## src/rtl/vxe_vpu_stor_eu.sv

```systemverilog
//============================================================================
// Module   : vxe_vpu_stor_eu
// Brief    : VPU store execution unit. Walks the enabled VPU threads in
//            ascending order, stores each thread's accumulator to its rd
//            word address over a valid/ready request channel and, when
//            VXE_VPU_STOR_EU_RD_WB_EN is defined, post-increments the
//            thread's rd pointer through the register file write port.
// Config   : `define VXE_VPU_STOR_EU_RD_WB_EN enables the rd write-back.
// Revision : 1.0 - initial release
//============================================================================
`default_nettype none

module vxe_vpu_stor_eu #(
    parameter logic [2:0] RIDX_RD = 3'b010
) (
    input  wire logic         clk,
    input  wire logic         nrst,
    input  wire logic         i_start,
    output logic              o_busy,
    input  wire logic [7:0]   i_en,
    input  wire logic [255:0] i_acc,
    input  wire logic [303:0] i_rd,
    output logic              o_req_vld,
    input  wire logic         i_req_rdy,
    output logic [37:0]       o_req_addr,
    output logic [31:0]       o_req_data,
    output logic [2:0]        o_th,
    output logic [2:0]        o_ridx,
    output logic              o_wr_en,
    output logic [37:0]       o_data
);

    // Thread count is architecturally fixed
    localparam int NTHREADS = 8;

    typedef enum logic [1:0] {
        S_IDLE = 2'd0,
        S_SEL  = 2'd1,
        S_REQ  = 2'd2,
        S_WB   = 2'd3
    } state_t;

    state_t      r_state;
    logic [7:0]  r_mask;
    logic [2:0]  r_t;
    logic        r_busy;
    logic        r_vld;
    logic [37:0] r_addr;
    logic [31:0] r_dat;

    logic [37:0] w_rd_arr  [NTHREADS];
    logic [31:0] w_acc_arr [NTHREADS];
    logic [2:0]  w_sel;
    logic [7:0]  w_mask_clr;

    // Unpack the flat per-thread buses into indexable arrays
    for (genvar g = 0; g < NTHREADS; g++) begin : g_unpack
        assign w_rd_arr[g]  = i_rd[38*g +: 38];
        assign w_acc_arr[g] = i_acc[32*g +: 32];
    end

    // Lowest pending thread wins
    always_comb begin
        w_sel = 3'd0;
        for (int i = NTHREADS - 1; i >= 0; i--) begin
            if (r_mask[i]) w_sel = i[2:0];
        end
    end

    // Pending mask with the current thread retired
    assign w_mask_clr = r_mask & ~(8'd1 << r_t);

`ifdef VXE_VPU_STOR_EU_RD_WB_EN
    logic        r_wr_en;
    logic [2:0]  r_ridx;
    logic [37:0] r_wdata;
`endif

    // Sequencer: select thread, hold the store request until accepted,
    // then (optionally) write back the incremented rd pointer
    always_ff @(posedge clk or negedge nrst) begin
        if (!nrst) begin
            r_state <= S_IDLE;
            r_mask  <= 8'd0;
            r_t     <= 3'd0;
            r_busy  <= 1'b0;
            r_vld   <= 1'b0;
            r_addr  <= 38'd0;
            r_dat   <= 32'd0;
`ifdef VXE_VPU_STOR_EU_RD_WB_EN
            r_wr_en <= 1'b0;
            r_ridx  <= 3'd0;
            r_wdata <= 38'd0;
`endif
        end else begin
`ifdef VXE_VPU_STOR_EU_RD_WB_EN
            r_wr_en <= 1'b0;
`endif
            case (r_state)
                S_IDLE: begin
                    if (i_start) begin
                        r_mask  <= i_en;
                        r_busy  <= 1'b1;
                        r_state <= S_SEL;
                    end
                end
                S_SEL: begin
                    if (r_mask == 8'd0) begin
                        r_busy  <= 1'b0;
                        r_state <= S_IDLE;
                    end else begin
                        r_t     <= w_sel;
                        r_addr  <= w_rd_arr[w_sel];
                        r_dat   <= w_acc_arr[w_sel];
                        r_vld   <= 1'b1;
                        r_state <= S_REQ;
                    end
                end
                S_REQ: begin
                    if (i_req_rdy) begin
                        r_vld  <= 1'b0;
                        r_mask <= w_mask_clr;
`ifdef VXE_VPU_STOR_EU_RD_WB_EN
                        r_wr_en <= 1'b1;
                        r_ridx  <= RIDX_RD;
                        r_wdata <= r_addr + 38'd1;
                        r_state <= S_WB;
`else
                        // Last thread done: leave without an idle SEL pass
                        if (w_mask_clr == 8'd0) begin
                            r_busy  <= 1'b0;
                            r_state <= S_IDLE;
                        end else begin
                            r_state <= S_SEL;
                        end
`endif
                    end
                end
`ifdef VXE_VPU_STOR_EU_RD_WB_EN
                S_WB: begin
                    if (r_mask == 8'd0) begin
                        r_busy  <= 1'b0;
                        r_state <= S_IDLE;
                    end else begin
                        r_state <= S_SEL;
                    end
                end
`endif
                default: begin
                    r_busy  <= 1'b0;
                    r_vld   <= 1'b0;
                    r_state <= S_IDLE;
                end
            endcase
        end
    end

    assign o_busy     = r_busy;
    assign o_req_vld  = r_vld;
    assign o_req_addr = r_addr;
    assign o_req_data = r_dat;

`ifdef VXE_VPU_STOR_EU_RD_WB_EN
    assign o_th    = r_t;
    assign o_ridx  = r_ridx;
    assign o_wr_en = r_wr_en;
    assign o_data  = r_wdata;
`else
    // Write-back port parked; rd pointers are left untouched
    logic w_unused;
    assign w_unused = ^RIDX_RD;
    assign o_th     = 3'd0;
    assign o_ridx   = 3'd0;
    assign o_wr_en  = 1'b0;
    assign o_data   = 38'd0;
`endif

endmodule

`default_nettype wire

```

## config.mk

```make
export PLATFORM = sky130hd
export DESIGN_NAME = vxe_vpu_stor_eu
export DESIGN_NICKNAME = d
export VERILOG_FILES = /design/src/rtl/vxe_vpu_stor_eu.sv
export SDC_FILE = /design/constraint.sdc
export NUM_CORES = 1
export LEC_CHECK = 0
export BUFFER_PORTS_ARGS = -buffer_cell sky130_fd_sc_hd__buf_2
export CAP_MARGIN = 30
export CORE_AREA = 8 8 260 262
export DETAILED_ROUTE_END_ITERATION = 10
export DIE_AREA = 0 0 268 270
export PLACE_DENSITY = 0.34
export REMOVE_ABC_BUFFERS = 1
export SETUP_SLACK_MARGIN = 0.4
export SLEW_MARGIN = 25
export SYNTH_ARGS = -nofsm -noshare
export SYNTH_HDL_FRONTEND = slang
export SYNTH_SLANG_ARGS = --single-unit
```

## constraint.sdc

```tcl
create_clock -name clk -period 5 [get_ports clk]
set_clock_uncertainty 0.05 [all_clocks]
set_input_delay 0.5 -clock clk [delete_from_list [all_inputs] [get_ports clk]]
set_output_delay 0.5 -clock clk [all_outputs]
set_load 0.02 [all_outputs]
```

## Word-level counts from Yosys, hierarchy flattened

Cells that the tools add are included.

| storage, ports and cells | value |
|---|---|
| bits in registers | 85 |
| bits of input ports | 572 |
| output and inout port bits | 117 |
| word-level logic and storage cells | 60 |

| operators by class | value |
|---|---|
| magnitude comparators | 1 |
| equality and inequality tests | 7 |
| shifts and indexed selects | 1 |
| multiplexer cells | 30 |
| bitwise logic cells | 5 |
| reduce and logical (&&, ||, !) cells | 9 |

Operators with widths:

| kind | number |
|---|---|
| binary-select mux 38 bit (select 3 bit) | 1 |
| binary-select mux 32 bit (select 3 bit) | 1 |
| two-way mux 38 bit | 2 |
| two-way mux 32 bit | 2 |
| two-way mux 3 bit | 8 |
| zero test 8 bit | 2 |
| two-way mux 8 bit | 2 |
| case mux 8 bit (2 select lines) | 1 |
| inequality test 2 bit, second input constant | 5 |
| AND 8 bit | 1 |
| NOT 8 bit | 1 |
| << shifter 1 x 3 -> 8 bit, first input constant | 1 |
| two-way mux 1 bit | 7 |
| two-way mux 2 bit | 3 |
| case mux 1 bit (3 select lines) | 2 |
| case mux 2 bit (3 select lines) | 1 |
| AND reduction 3 bit | 2 |
| >= comparator 4 bit, second input constant | 1 |
| NOT 3 -> 4 bit | 1 |
| AND reduction 2 bit | 2 |
| AND reduction 4 bit | 1 |
| equality test 2 x 1 -> 1 bit, second input constant | 1 |
| equality test 2 bit, second input constant | 1 |
| zero test 2 bit | 1 |
| 2 further kinds | 3 |

## Depth between registers and ports, before layout

Gate-level depths: netlist (run 1).

| logic depth | value |
|---|---|
| depth in word-level cells | 12 |
| depth in mapped cells | 8 |
| depth with buffers taken out | 5 |

## Worst setup path after synthesis (run 1)

OpenSTA, ideal clock, no wires.

| timing | value |
|---|---|
| kind | register -> register |
| start point | register r_mask[4] |
| end point | register r_addr[10], in the netlist o_req_addr[10] |
| library setup time | 0.145 ns |
| arrival | 1.752 ns |
| data required time | 4.805 ns |
| slack | 3.053 ns |
| cell stages (with the launch flop) | 8 |
| buffers on the path | 3 |
| period minus slack after synthesis | 1.947 ns |
| cell sequence | dfrtp_1 > buf_2 > or4_4 > nand3_1 > nand2b_2 > buf_4 > buf_4 > o221ai_1 |

| on the way | value |
|---|---|
| word-level cells in the longest chain between the ends | 9 |
| elaborated cells on any way between the ends | 12 |
| classes of those cells | 8 x mux; 2 x bitwise; 2 x reduce/logical |

Ends and longest elaborated chain:

| what | line | text |
|---|---|---|
| start, declared | 44 | `logic [7:0] r_mask;` |
| start signal, assigned | 102 | `r_mask <= i_en;` |
| start signal, assigned | 122 | `r_mask <= w_mask_clr;` |
| two-way mux 3 bit (5 in series) | 66 | `if (r_mask[i]) w_sel = i[2:0];` |
| NOT 3 -> 4 bit (implied by the code) | 113 | `r_addr <= w_rd_arr[w_sel];` |
| binary-select mux 38 bit (select 3 bit) | 113 |  |
| two-way mux 38 bit (implied by the code) (2 in series) | 113 |  |
| end signal, assigned | 113 |  |
| end, declared | 48 | `logic [37:0] r_addr;` |

Parallel ways exist; a longest one is shown, timed or not. The select of a mux whose other input is x is not followed.
A chain may end at the register's enable or synchronous reset.

## Final worst setup path (run 1)

| timing | value |
|---|---|
| start point | register r_mask[2] |
| end point | register r_addr[18], in the netlist o_req_addr[18] |

| on the way | value |
|---|---|
| word-level cells in the longest chain between the ends | 7 |
| elaborated cells on any way between the ends | 10 |
| classes of those cells | 6 x mux; 2 x bitwise; 2 x reduce/logical |

Ends and longest elaborated chain:

| what | line |
|---|---|
| two-way mux 3 bit (3 in series) | 66 |
| NOT 3 -> 4 bit (implied by the code) | 113 |
| binary-select mux 38 bit (select 3 bit) | 113 |
| two-way mux 38 bit (implied by the code) (2 in series) | 113 |

Parallel ways exist; a longest one is shown, timed or not. The select of a mux whose other input is x is not followed.

==> metrics.md, run 1 <==
| Metric | Value |
|---|---|
| Run status | finished clean |
| Antenna violations before repair | 27 |
| Flop2flop setup slack | 1.71 ns |
| Clk sinks | 85 |
| CTS tree | done |
| CP cell instances | nor2_2 > o31ai_4 > buf_4 > nand2_4 > buf_12 > a311oi_1 > o221ai_1 |
| DR DRC count | 0 |
| Num ports | 689 |
| CP bufs+invs | 2 |
| Fin nets | 2021 |
| Final non-filler cell total | 2327 |
| CP required | 5.18 ns |
| Number of max-cap violations | 0 |
| Via density | 4.41 |
| Combinational share of power | 70.6% |
| Crit Path Category | reg2reg |
| Max Used Layer | met5 |
| Number of port buffers | 643 |
| First-pass GRT wire length | 78.5 mm |
| Maximum fanout along the worst path | 43 |
| Relative slew slack | 42.0% |
| RR Endpoint | o_req_addr[18]$_DFFE_PN0P_ |
| Post-synthesis cell count | 882 |
| Via count | 10254 |
| Total Neg Setup Slack | 0 ns |
| Met1 wire length | 21.3 mm |
| Initial core utilization | 12.8% |
| Primary FF master, synth | dfrtp_1 |
| CTS root buf | clkbuf_16 |
| Worst setup path endpoint | o_req_addr[18]$_DFFE_PN0P_ |
| Clock Pin Slew Worst Setup and Hold Paths | 0.08 ns |
| Hold Path Depth | 3 |
| Type of the tightest min-delay check | in2reg |
| Footprint of the multi-input gates | 5370 µm² |
| Sw Ratio | 53.2% |
| Post-synthesis cell area | 8170 µm² |
| Worst r2r path cells | 7 |
| Cts bufs inserted | 9 |
| Pins Over Slew Limit | 0 |
| Reg power frac | 19.5% |
| Ratio of cells with drive above 1 in the final layout | 47.8% |
| Fin crit period | 3.29 ns |
| Fmax | 304 MHz |
| Internal cell power | 3.44 mW |
| Die width | 268 µm |
| Die height | 270 µm |
| Seq/Total Area, Yosys | 26.0% |
| Crit path launch type | flop |
| Hold Vio Cnt, Final | 0 |
| CTS max path bufs | 2 |
| Count of cell types in the netlist | 51 |
| Total power | 7.35 mW |
| Critical path launch point | r_mask[2]$_DFFE_PN0P_ |
| Clock network power share | 10.0% |
| Worst r2r src | r_mask[2]$_DFFE_PN0P_ |
| Die area | 72400 µm² |
| Number of fill cells | 7274 |
| Critical path depth | 7 |
| Slowest CP cell | dfrtp_2 |
| DR WL met2 | 29.1 mm |
| Ys async rst share | 100% |
| Largest net degree at the start of global routing | 68 |
| Drt total wl | 55.6 mm |
| Wire per inst | 23.9 µm |
| Placed Cells | 2290 |
| Detail Placement HPWL | 43.2 mm |
| GPL Wtd Cong | 0.907 |
| #FFs+latches synth | 85 |
| Worst-Margin Slew | 0.870 ns |
| DRT iter0 DRCs | 642 |
| First-pass iteration count of the detailed router | 6 |
| CP endpoint kind | flop |
| Clock latency at the later pin of the worst-skew pair | 0.37 ns |
| H-tree Lvls | 3 |
| Critical path arrival | 3.47 ns |
| Unrepaired setup endpoints after global routing | false |
| Post-synthesis area per instance | 9.26 µm² |
| Layout area overhead | 51.2% |
| GRT Util Overall | 14.4% |
| Routed met3 length | 4.18 mm |
| Peak VDD IR | 0.000519 V |
| Core ar. | 63600 µm² |
| Core Rows | 93 |
| Vias in the first global route | 11176 |
| Setup violators final | 0 |
| Final cycle utilization of the critical path | 65.9% |
| Final antenna-violating net count | 0 |
| Max stage delay on crit path | 0.91 ns |
| Leak | 6.25 nW |
| Post-CTS Setup Inserts | 0 |
| Sequential Area | 2130 µm² |
| EDFF count, synth | 0 |
| PwrDens | 595 nW/µm² |
| Family with the most delay on the worst path | flip-flops |
| Syn. warnings | 0 |
| Net Switching | 3.92 mW |
| Global route total overflow | 0 |
## routing by layer
layer / up-vias / track usage, %
met5: - / 0
met4: 18 / 4.10
met3: 69 / 4.13
met2: 452 / 26.3
met1: 4992 / 16.1
li1: 4723 / -
## cells by family after synthesis
family	after synthesis	synth area share, %
flops	85	26.0
buf+inv	157	10.8
other cells	1	0.0459
simple gates	217	17.8
compound gates	291	29.3
mux	131	16.0
## flip-flops by register name (all words and copies together), names as in the netlist
| name | count |
|---|---|
| r_mask | 8 |
| o_req_addr | 38 |
| o_req_data | 32 |
| r_state | 2 |
| o_req_vld | 1 |
| r_t | 3 |
| o_busy | 1 |
## cells in the mapped netlist, types with 2 or more instances
cell type	number	share of area, %
a221o_1	63	7.7
nand2_1	27	1.2
a21oi_1	11	0.67
nand4bb_1	3	0.41
a31oi_1	4	0.31
or4_4	2	0.28
nor2_2	2	0.15
dfrtp_1	85	26
nand4_1	3	0.23
o22ai_1	10	0.77
buf_4	54	5.0
mux2i_1	131	16
nor3_1	4	0.25
o221ai_1	63	6.8
a22o_1	4	0.43
inv_1	5	0.23
o211ai_1	8	0.74
nor2_1	14	0.64
o21a_1	3	0.28
nand3_1	17	1.0
nand2b_1	2	0.15
nor2b_1	4	0.31
and4_1	63	6.8
a222oi_1	4	0.49
buf_6	6	0.83
buf_2	35	2.1
clkbuf_1	57	2.6
a311oi_1	63	6.8
a21o_1	11	1.0
and3_1	63	4.8
o21ai_0	41	2.5
## tightest hold or removal path: stages
cell and delay (ns):
buf_2 0.08, nand2_1 0.04, nand2_1 0.06
## power groups by stage
stage	Clock, mW	Sequential, mW	Combinational, mW
3_5_place_dp	0	1.44	5.24
6_report	0.734	1.43	5.19
2_1_floorplan	0	1.67	2.90
5_1_grt	0.792	1.49	5.61
4_1_cts	0.784	1.43	5.25
3_3_place_gp	0	1.45	5.19
## layout by cell type (no fill, tap or decap), types with 3 or more instances in the layout
| cell type | instances |
|---|---|
| buf_2 | 642 |
| mux2i_1 | 131 |
| dfrtp_1 | 84 |
| and4_1 | 63 |
| and3_1 | 63 |
| a221o_1 | 63 |
| a311oi_1 | 63 |
| o221ai_1 | 63 |
| conb_1 | 45 |
| o21ai_0 | 40 |
| nand2_1 | 27 |
| diode_2 | 18 |
| nand3_1 | 17 |
| buf_4 | 15 |
| nor2_1 | 13 |
| a21o_1 | 11 |
| a21oi_1 | 11 |
| o22ai_1 | 10 |
| clkbuf_16 | 9 |
| o211ai_1 | 8 |
| inv_1 | 5 |
| buf_12 | 5 |
| nor2b_1 | 4 |
| nor3_1 | 4 |
| a222oi_1 | 4 |
| a31oi_1 | 4 |
| a22o_1 | 4 |
| nand4_1 | 3 |
| nand4bb_1 | 3 |
## per-stage QoR
stage	instance area (µm²)	hold slack [ns]	setup WS (ns)	util (%)
after floorplan	7470	0.154	-2.06	-
after global placement	12000	0.426	1.55	18.8
after detailed placement	12000	0.416	1.46	18.8
after CTS	12300	0.246	1.47	19.3
after global routing	12300	0.260	1.55	19.4
final	12400	0.286	1.71	19.4
## cell type report
| type | count | share of cell area [%] |
|---|---|---|
| multi-input combinational | 684 | 43.4 |
| timing repair buffer | 664 | 27.8 |
| sequential | 85 | 17.2 |
| tap | 855 | 8.66 |
| clock buffer | 10 | 1.93 |
| clock inverter | 6 | 0.375 |
| antenna | 18 | 0.365 |
| inverter | 5 | 0.152 |
## worst min-delay path by stage
stage / start / to / slack (ns)
after floorplan: nrst / o_busy$_DFFE_PN0P_ / 0.15
after global placement: nrst / o_req_data[26]$_DFFE_PN0P_ / 0.43
after detailed placement: nrst / o_req_data[26]$_DFFE_PN0P_ / 0.42
after CTS: i_en[1] / r_mask[1]$_DFFE_PN0P_ / 0.25
after global routing: i_en[1] / r_mask[1]$_DFFE_PN0P_ / 0.26
final: i_en[7] / r_mask[7]$_DFFE_PN0P_ / 0.29
## timing repair
item	4_1_cts	5_1_grt
setup endpoints to repair	0	0
hold endpoints to repair	23	0
resized for setup	0	0
hold buffers	1	0
Note: power is estimated with default switching activity, not from simulation.
==> run 2: changes to the inputs <==
Clock period 5 ns to 3.2 ns, I/O delays scaled along.
==> run 2 against run 1 <==
Utilization is 0.24 points higher. Sequential power up 50%. Clock-buffer cell count up 2. Via count rose by 0.25%. Sequential cell count unchanged. Hold slack got worse by 0.18 ns. Non-clock buffer count is 13 higher.
==> metrics.md, run 2 (same netlist as run 1, synthesis figures left out) <==
| Metric | Value |
|---|---|
| Run status | finished clean (unchanged) |
| Crit path launch type | flop (unchanged) |
| Die width | 268 µm (unchanged) |
| Clock latency at the later pin of the worst-skew pair | 0.37 ns (about the same) |
| Clock Pin Slew Worst Setup and Hold Paths | 0.08 ns (about the same) |
| Hold Vio Cnt, Final | 0 (unchanged) |
| # resized after CTS | 0 (unchanged) |
| Met1 wire length | 20.6 mm (was 21.3 mm) |
| Net Switching | 6.11 mW (was 3.92 mW) |
| Max Used Layer | met5 (unchanged) |
| Critical path arrival | 2.79 ns (was 3.47 ns) |
| Number of fill cells | 7257 (was 7274) |
| CP required | 3.37 ns (was 5.18 ns) |
| Worst-Margin Slew | 1.01 ns (was 0.870 ns) |
| Core Rows | 93 (unchanged) |
| CTS root buf | clkbuf_16 (unchanged) |
| Clock network power share | 10.4% (was 10.0%) |
| Cts bufs inserted | 9 (unchanged) |
| Post-Place Worst Slack | 0.562 ns (was 1.46 ns) |
| CTS max path bufs | 2 (unchanged) |
| Leak | 6.34 nW (was 6.25 nW) |
| Fin util | 19.6% (was 19.4%) |
| Fin crit period | 2.62 ns (was 3.29 ns) |
| Clk sinks | 85 (unchanged) |
| CTS tree | done (unchanged) |
| Antenna violations before repair | 16 (was 27) |
| Total power | 11.8 mW (was 7.35 mW) |
| Commonest non-fill, non-tap cell in the layout | buf_2 (unchanged) |
| Max reg flops | 38 (unchanged) |
| Reg power frac | 18.3% (was 19.5%) |
| PwrDens | 941 nW/µm² (was 595 nW/µm²) |
| GRT Util Overall | 14.0% (was 14.4%) |
| Maximum fanout along the worst path | 65 (was 43) |
| Ratio of cells with drive above 1 in the final layout | 48.3% (was 47.8%) |
| CP endpoint kind | flop (unchanged) |
| First-pass GRT wire length | 76.2 mm (was 78.5 mm) |
| Wire per inst | 23.3 µm (was 23.9 µm) |
| Number of port buffers | 643 (unchanged) |
| Vias in the first global route | 11168 (was 11176) |
| Drt total wl | 54.4 mm (was 55.6 mm) |
| Final antenna-violating net count | 0 (unchanged) |
| Largest net degree at the start of global routing | 78 (was 68) |
| Post-CTS Setup Inserts | 0 (unchanged) |
| Final cycle utilization of the critical path | 81.9% (was 65.9%) |
| Total Neg Setup Slack | 0 ns (unchanged) |
| Peak VDD IR | 0.000616 V (was 0.000519 V) |
| DR DRC count | 0 (unchanged) |
| Combinational share of power | 71.3% (was 70.6%) |
| Worst setup margin | 0.578 ns (was 1.71 ns) |
| Core ar. | 63600 µm² (unchanged) |
| Global route total overflow | 0 (unchanged) |
| Detail Placement HPWL | 43.2 mm (about the same) |
| Die area | 72400 µm² (unchanged) |
| Initial core utilization | 12.8% (unchanged) |
| Type of the tightest min-delay check | in2reg (unchanged) |
| DRT iter0 DRCs | 710 (was 642) |
| Crit Path Category | reg2reg (unchanged) |
| Sw Ratio | 52.0% (was 53.2%) |
| Relative slew slack | 32.8% (was 42.0%) |
| Layout area overhead | 53.1% (was 51.2%) |
| Pins Over Slew Limit | 0 (unchanged) |
| Most frequent cells in the layout | buf_2, mux2i_1, dfrtp_1 (unchanged) |
| Number of max-cap violations | 0 (unchanged) |
| H-tree Lvls | 3 (unchanged) |
| DR WL met2 | 28.0 mm (was 29.1 mm) |
| First-pass iteration count of the detailed router | 5 (was 6) |
| Fin nets | 2034 (was 2021) |
| Internal cell power | 5.65 mW (was 3.44 mW) |
| Num ports | 689 (unchanged) |
| Footprint of the multi-input gates | 5370 µm² (unchanged) |
| Die height | 270 µm (unchanged) |
| Unrepaired setup endpoints after global routing | false (unchanged) |
| Sequential Area | 2130 µm² (unchanged) |
| Via count | 10280 (was 10254) |
| GPL Wtd Cong | 0.887 (was 0.907) |
| Via density | 4.40 (was 4.41) |
| Setup violators final | 0 (unchanged) |
| Fmax | 381 MHz (was 304 MHz) |
| Routed met3 length | 4.55 mm (was 4.18 mm) |
## run 2: changes by cell type in the layout (fill, tap and decap cells not counted), sizes merged
| cell | previous run | this run |
|---|---|---|
| clkbuf | 11 | 12 |
| clkinvlp | 2 | 1 |
| bufinv | 0 | 1 |
| inv | 7 | 5 |
| diode | 18 | 14 |
| buf | 662 | 676 |
## run 2: final timing paths
kind,cells past startpoint,slack (ns),start,to
max,7,0.58,r_mask[2]$_DFFE_PN0P_,o_req_data[28]$_DFFE_PN0P_
min,3,0.11,i_en[7],r_mask[7]$_DFFE_PN0P_
max reg2reg,7,0.58,r_mask[2]$_DFFE_PN0P_,o_req_data[28]$_DFFE_PN0P_
min reg2reg,2,0.47,o_req_vld$_DFFE_PN0P_,o_req_vld$_DFFE_PN0P_
max in group asynchronous,3,1.82,nrst,r_mask[2]$_DFFE_PN0P_
min in group asynchronous,2,0.47,nrst,o_req_addr[25]$_DFFE_PN0P_
## run 2: layout make-up
class	count	area share, %
clock buffer	12	2.13
multi-input combinational	684	42.9
sequential	85	17.0
clock inverter	4	0.440
tap	855	8.55
inverter	5	0.150
timing repair buffer	677	28.5
antenna	14	0.280
## run 2: through the flow
step	instance area, µm²	hold slack, ns	std cells
6_report	12500	0.109	2336
5_1_grt	12500	0.110	2334
4_1_cts	12500	0.0800	2322
3_5_place_dp	12100	0.350	2305
3_3_place_gp	12100	0.360	2305
2_1_floorplan	7470	-0.0256	774
## run 2: power by group through the flow
stage / logic, mW / clock network, mW / registers, mW
after floorplan: 3.96 / 0 / 2.62
after global placement: 8.42 / 0 / 2.17
after detailed placement: 8.44 / 0 / 2.16
after CTS: 8.45 / 1.30 / 2.15
after global routing: 8.98 / 1.32 / 2.23
final: 8.39 / 1.22 / 2.15
## run 2: layer usage
metal / up-vias / GRT usage (%)
li1: 4741 / -
met1: 5006 / 15.6
met2: 466 / 24.8
met3: 63 / 4.14
met4: 4 / 5.16
met5: - / 0
## run 2: timing repair
item	CTS	global route
hold buffers	1	0
endpoints found under the hold margin	40	0
setup endpoints to repair	0	0
## run 2: critical path, cell delays in order, from the launching register on
cell and delay (ns):
dfrtp_2 0.42, buf_4 0.36, nor2b_1 0.12, o21a_4 0.34
buf_12 0.24, and4_1 0.26, a311oi_1 0.36, o221ai_1 0.20
==> run 3: changes to the inputs <==
Clock period 3.2 ns to 2.6 ns, I/O delays scaled along.
==> run 3 against run 2 <==
Clock power is 15% higher. Register-to-register slack got worse by 0.15 ns. Non-clock buffer count is 62 higher. Via count grew 4.5%. Clock-buffer cell count fell by 2. Combinational power rose by 53%. Sequential power rose by 22%. Critical path type unchanged. Routed wire length is 9.4% higher. Worst setup slack got worse by 0.15 ns. Die area unchanged. Utilization increased by 1.6 points.
==> metrics.md, run 3 (same netlist as run 1, synthesis figures left out) <==
| Metric | Value |
|---|---|
| Leak | 6.77 nW (was 6.34 nW) |
| Clock latency at the later pin of the worst-skew pair | 0.38 ns (was 0.37 ns) |
| Worst-Margin Slew | 0.669 ns (was 1.01 ns) |
| CP cell instances | and2b_4 > o21ai_4 > buf_12 > buf_16 > a221o_1 > a311oi_4 > o221ai_2 (was buf_4 > nor2b_1 > o21a_4 > buf_12 > and4_1 > a311oi_1 > o221ai_1) |
| Detail Placement HPWL | 43.6 mm (was 43.2 mm) |
| DRT iter0 DRCs | 756 (was 710) |
| Drt total wl | 59.5 mm (was 54.4 mm) |
| Initial core utilization | 12.8% (unchanged) |
| Clk sinks | 85 (unchanged) |
| Core Rows | 93 (unchanged) |
| Fin util | 21.2% (was 19.6%) |
| Via density | 4.48 (was 4.40) |
| Final cycle utilization of the critical path | 83.6% (was 81.9%) |
| Wire per inst | 24.8 µm (was 23.3 µm) |
| Core ar. | 63600 µm² (unchanged) |
| Layout area overhead | 65.2% (was 53.1%) |
| Placed Cells | 2323 (was 2305) |
| Maximum fanout along the worst path | 9 (was 65) |
| First-pass iteration count of the detailed router | 7 (was 5) |
| CTS max path bufs | 2 (unchanged) |
| Global route total overflow | 0 (unchanged) |
| GRT Util Overall | 14.8% (was 14.0%) |
| Most frequent cells in the layout | buf_2, mux2i_1, dfrtp_1 (unchanged) |
| Final non-filler cell total | 2395 (was 2336) |
| CP required | 2.80 ns (was 3.37 ns) |
| Clock Pin Slew Worst Setup and Hold Paths | 0.08 ns (about the same) |
| GPL Wtd Cong | 0.900 (was 0.887) |
| Number of fill cells | 7192 (was 7257) |
| Num ports | 689 (unchanged) |
| Pins Over Slew Limit | 0 (unchanged) |
| Ratio of cells with drive above 1 in the final layout | 52.5% (was 48.3%) |
| Commonest non-fill, non-tap cell in the layout | buf_2 (unchanged) |
| Crit Path Category | reg2reg (unchanged) |
| Relative slew slack | 55.4% (was 32.8%) |
| CP endpoint kind | flop (unchanged) |
| CTS root buf | clkbuf_16 (unchanged) |
| CTS tree | done (unchanged) |
| Fmax | 460 MHz (was 381 MHz) |
| Max stage delay on crit path | 0.41 ns (was 0.42 ns) |
| Number of max-cap violations | 0 (unchanged) |
| Critical path arrival | 2.38 ns (was 2.79 ns) |
| Number of port buffers | 643 (unchanged) |
| H-tree Lvls | 3 (unchanged) |
| Die area | 72400 µm² (unchanged) |
| WHS | 0.0543 ns (was 0.109 ns) |
| Fin nets | 2096 (was 2034) |
| Setup violators final | 0 (unchanged) |
| DR DRC count | 0 (unchanged) |
| Die width | 268 µm (unchanged) |
| Max reg flops | 38 (unchanged) |
| Slowest CP cell | dfrtp_2 (unchanged) |
| Largest net degree at the start of global routing | 65 (was 78) |
| Antenna violations before repair | 11 (was 16) |
| Cts bufs inserted | 9 (unchanged) |
| Hold Vio Cnt, Final | 0 (unchanged) |
| Flop2flop setup slack | 0.43 ns (was 0.58 ns) |
| Total power | 16.9 mW (was 11.8 mW) |
| Die height | 270 µm (unchanged) |
| Run status | finished clean (unchanged) |
| Type of the tightest min-delay check | in2reg (unchanged) |
| Fin crit period | 2.17 ns (was 2.62 ns) |
| Final antenna-violating net count | 0 (unchanged) |
| PwrDens | 1250 nW/µm² (was 941 nW/µm²) |
| First-pass GRT wire length | 80.0 mm (was 76.2 mm) |
| Total Neg Setup Slack | 0 ns (unchanged) |
| Unrepaired setup endpoints after global routing | true (was false) |
| Crit path launch type | flop (unchanged) |
| Vias in the first global route | 11682 (was 11168) |
| Peak VDD IR | 0.000822 V (was 0.000616 V) |
| Via count | 10741 (was 10280) |
[run 3: cell types whose count changed in the layout (fill, tap and decap cells not counted), moves of 8 or more]
cell and change:
buf_12 +9, mux2i_1 -8, a311oi_1 -8, buf_6 +11
dfrtp_2 +9, dfrtp_1 -9, buf_4 +26
[run 3: per-layer routing]
metal / track usage, % / share of wire [%]
met5: 0 / 0.069
met4: 5.55 / 2.8
met3: 3.83 / 7.3
met2: 26.7 / 51
met1: 16.4 / 39
[run 3: where the power goes]
part / switching [mW] / total, mW / internal, mW
sequential: 0.599 / 2.62 / 2.02
combinational: 7.22 / 12.8 / 5.62
clock: 0.718 / 1.40 / 0.682
[run 3: path summary, 6_finish.rpt]
kind                                             start                         end  depth (start not counted)
worst max-delay path            r_state[1]$_DFFE_PN0P_   o_req_data[0]$_DFFE_PN0P_                          7
worst min-delay path                           i_en[0]       r_mask[0]$_DFFE_PN0P_                          2
worst max register to register  r_state[1]$_DFFE_PN0P_   o_req_data[0]$_DFFE_PN0P_                          7
worst min register to register   o_req_vld$_DFFE_PN0P_       o_req_vld$_DFFE_PN0P_                          2
max in group asynchronous                         nrst   o_req_addr[6]$_DFFE_PN0P_                          3
min in group asynchronous                         nrst  o_req_data[14]$_DFFE_PN0P_                          3
[run 3: stage by stage]
| stage | area, µm² | setup WS (ns) |
|---|---|---|
| global placement | 12400 | 0.0861 |
| finish | 13500 | 0.427 |
| CTS | 12900 | 0.337 |
| global route | 13500 | 0.361 |
| detailed placement | 12400 | 0.0912 |
| floorplan | 7470 | -4.46 |
[run 3: worst max-delay path: cells and delay by family, from the launching register on]
kind            cells  cell delay, ns
simple gates        1            0.27
buf+inv             2            0.32
flops               1            0.41
compound gates      4            0.98
[run 3: repair_timing]
| item | 4_1_cts | 5_1_grt |
|---|---|---|
| hold endpoints to repair | 87 | 0 |
| hold buffers | 3 | 0 |
| setup buffers | 10 | 21 |
| pin swaps | 4 | 16 |
| gates resized for setup | 17 | 49 |
| setup endpoints to repair | 70 | 69 |
| cloned | 2 | 9 |
[run 3: final cells by class]
| type | count | area [µm²] | share of cell area, % |
|---|---|---|---|
| Multi-Input combinational cell | 684 | 5540 | 41.0 |
| Sequential cell | 85 | 2140 | 15.9 |
| Antenna cell | 11 | 27.5 | 0.204 |
| Inverter | 5 | 18.8 | 0.139 |
| Clock inverter | 6 | 46.3 | 0.343 |
| Tap cell | 855 | 1070 | 7.93 |
| Timing Repair Buffer | 739 | 4420 | 32.7 |
| Clock buffer | 10 | 239 | 1.77 |
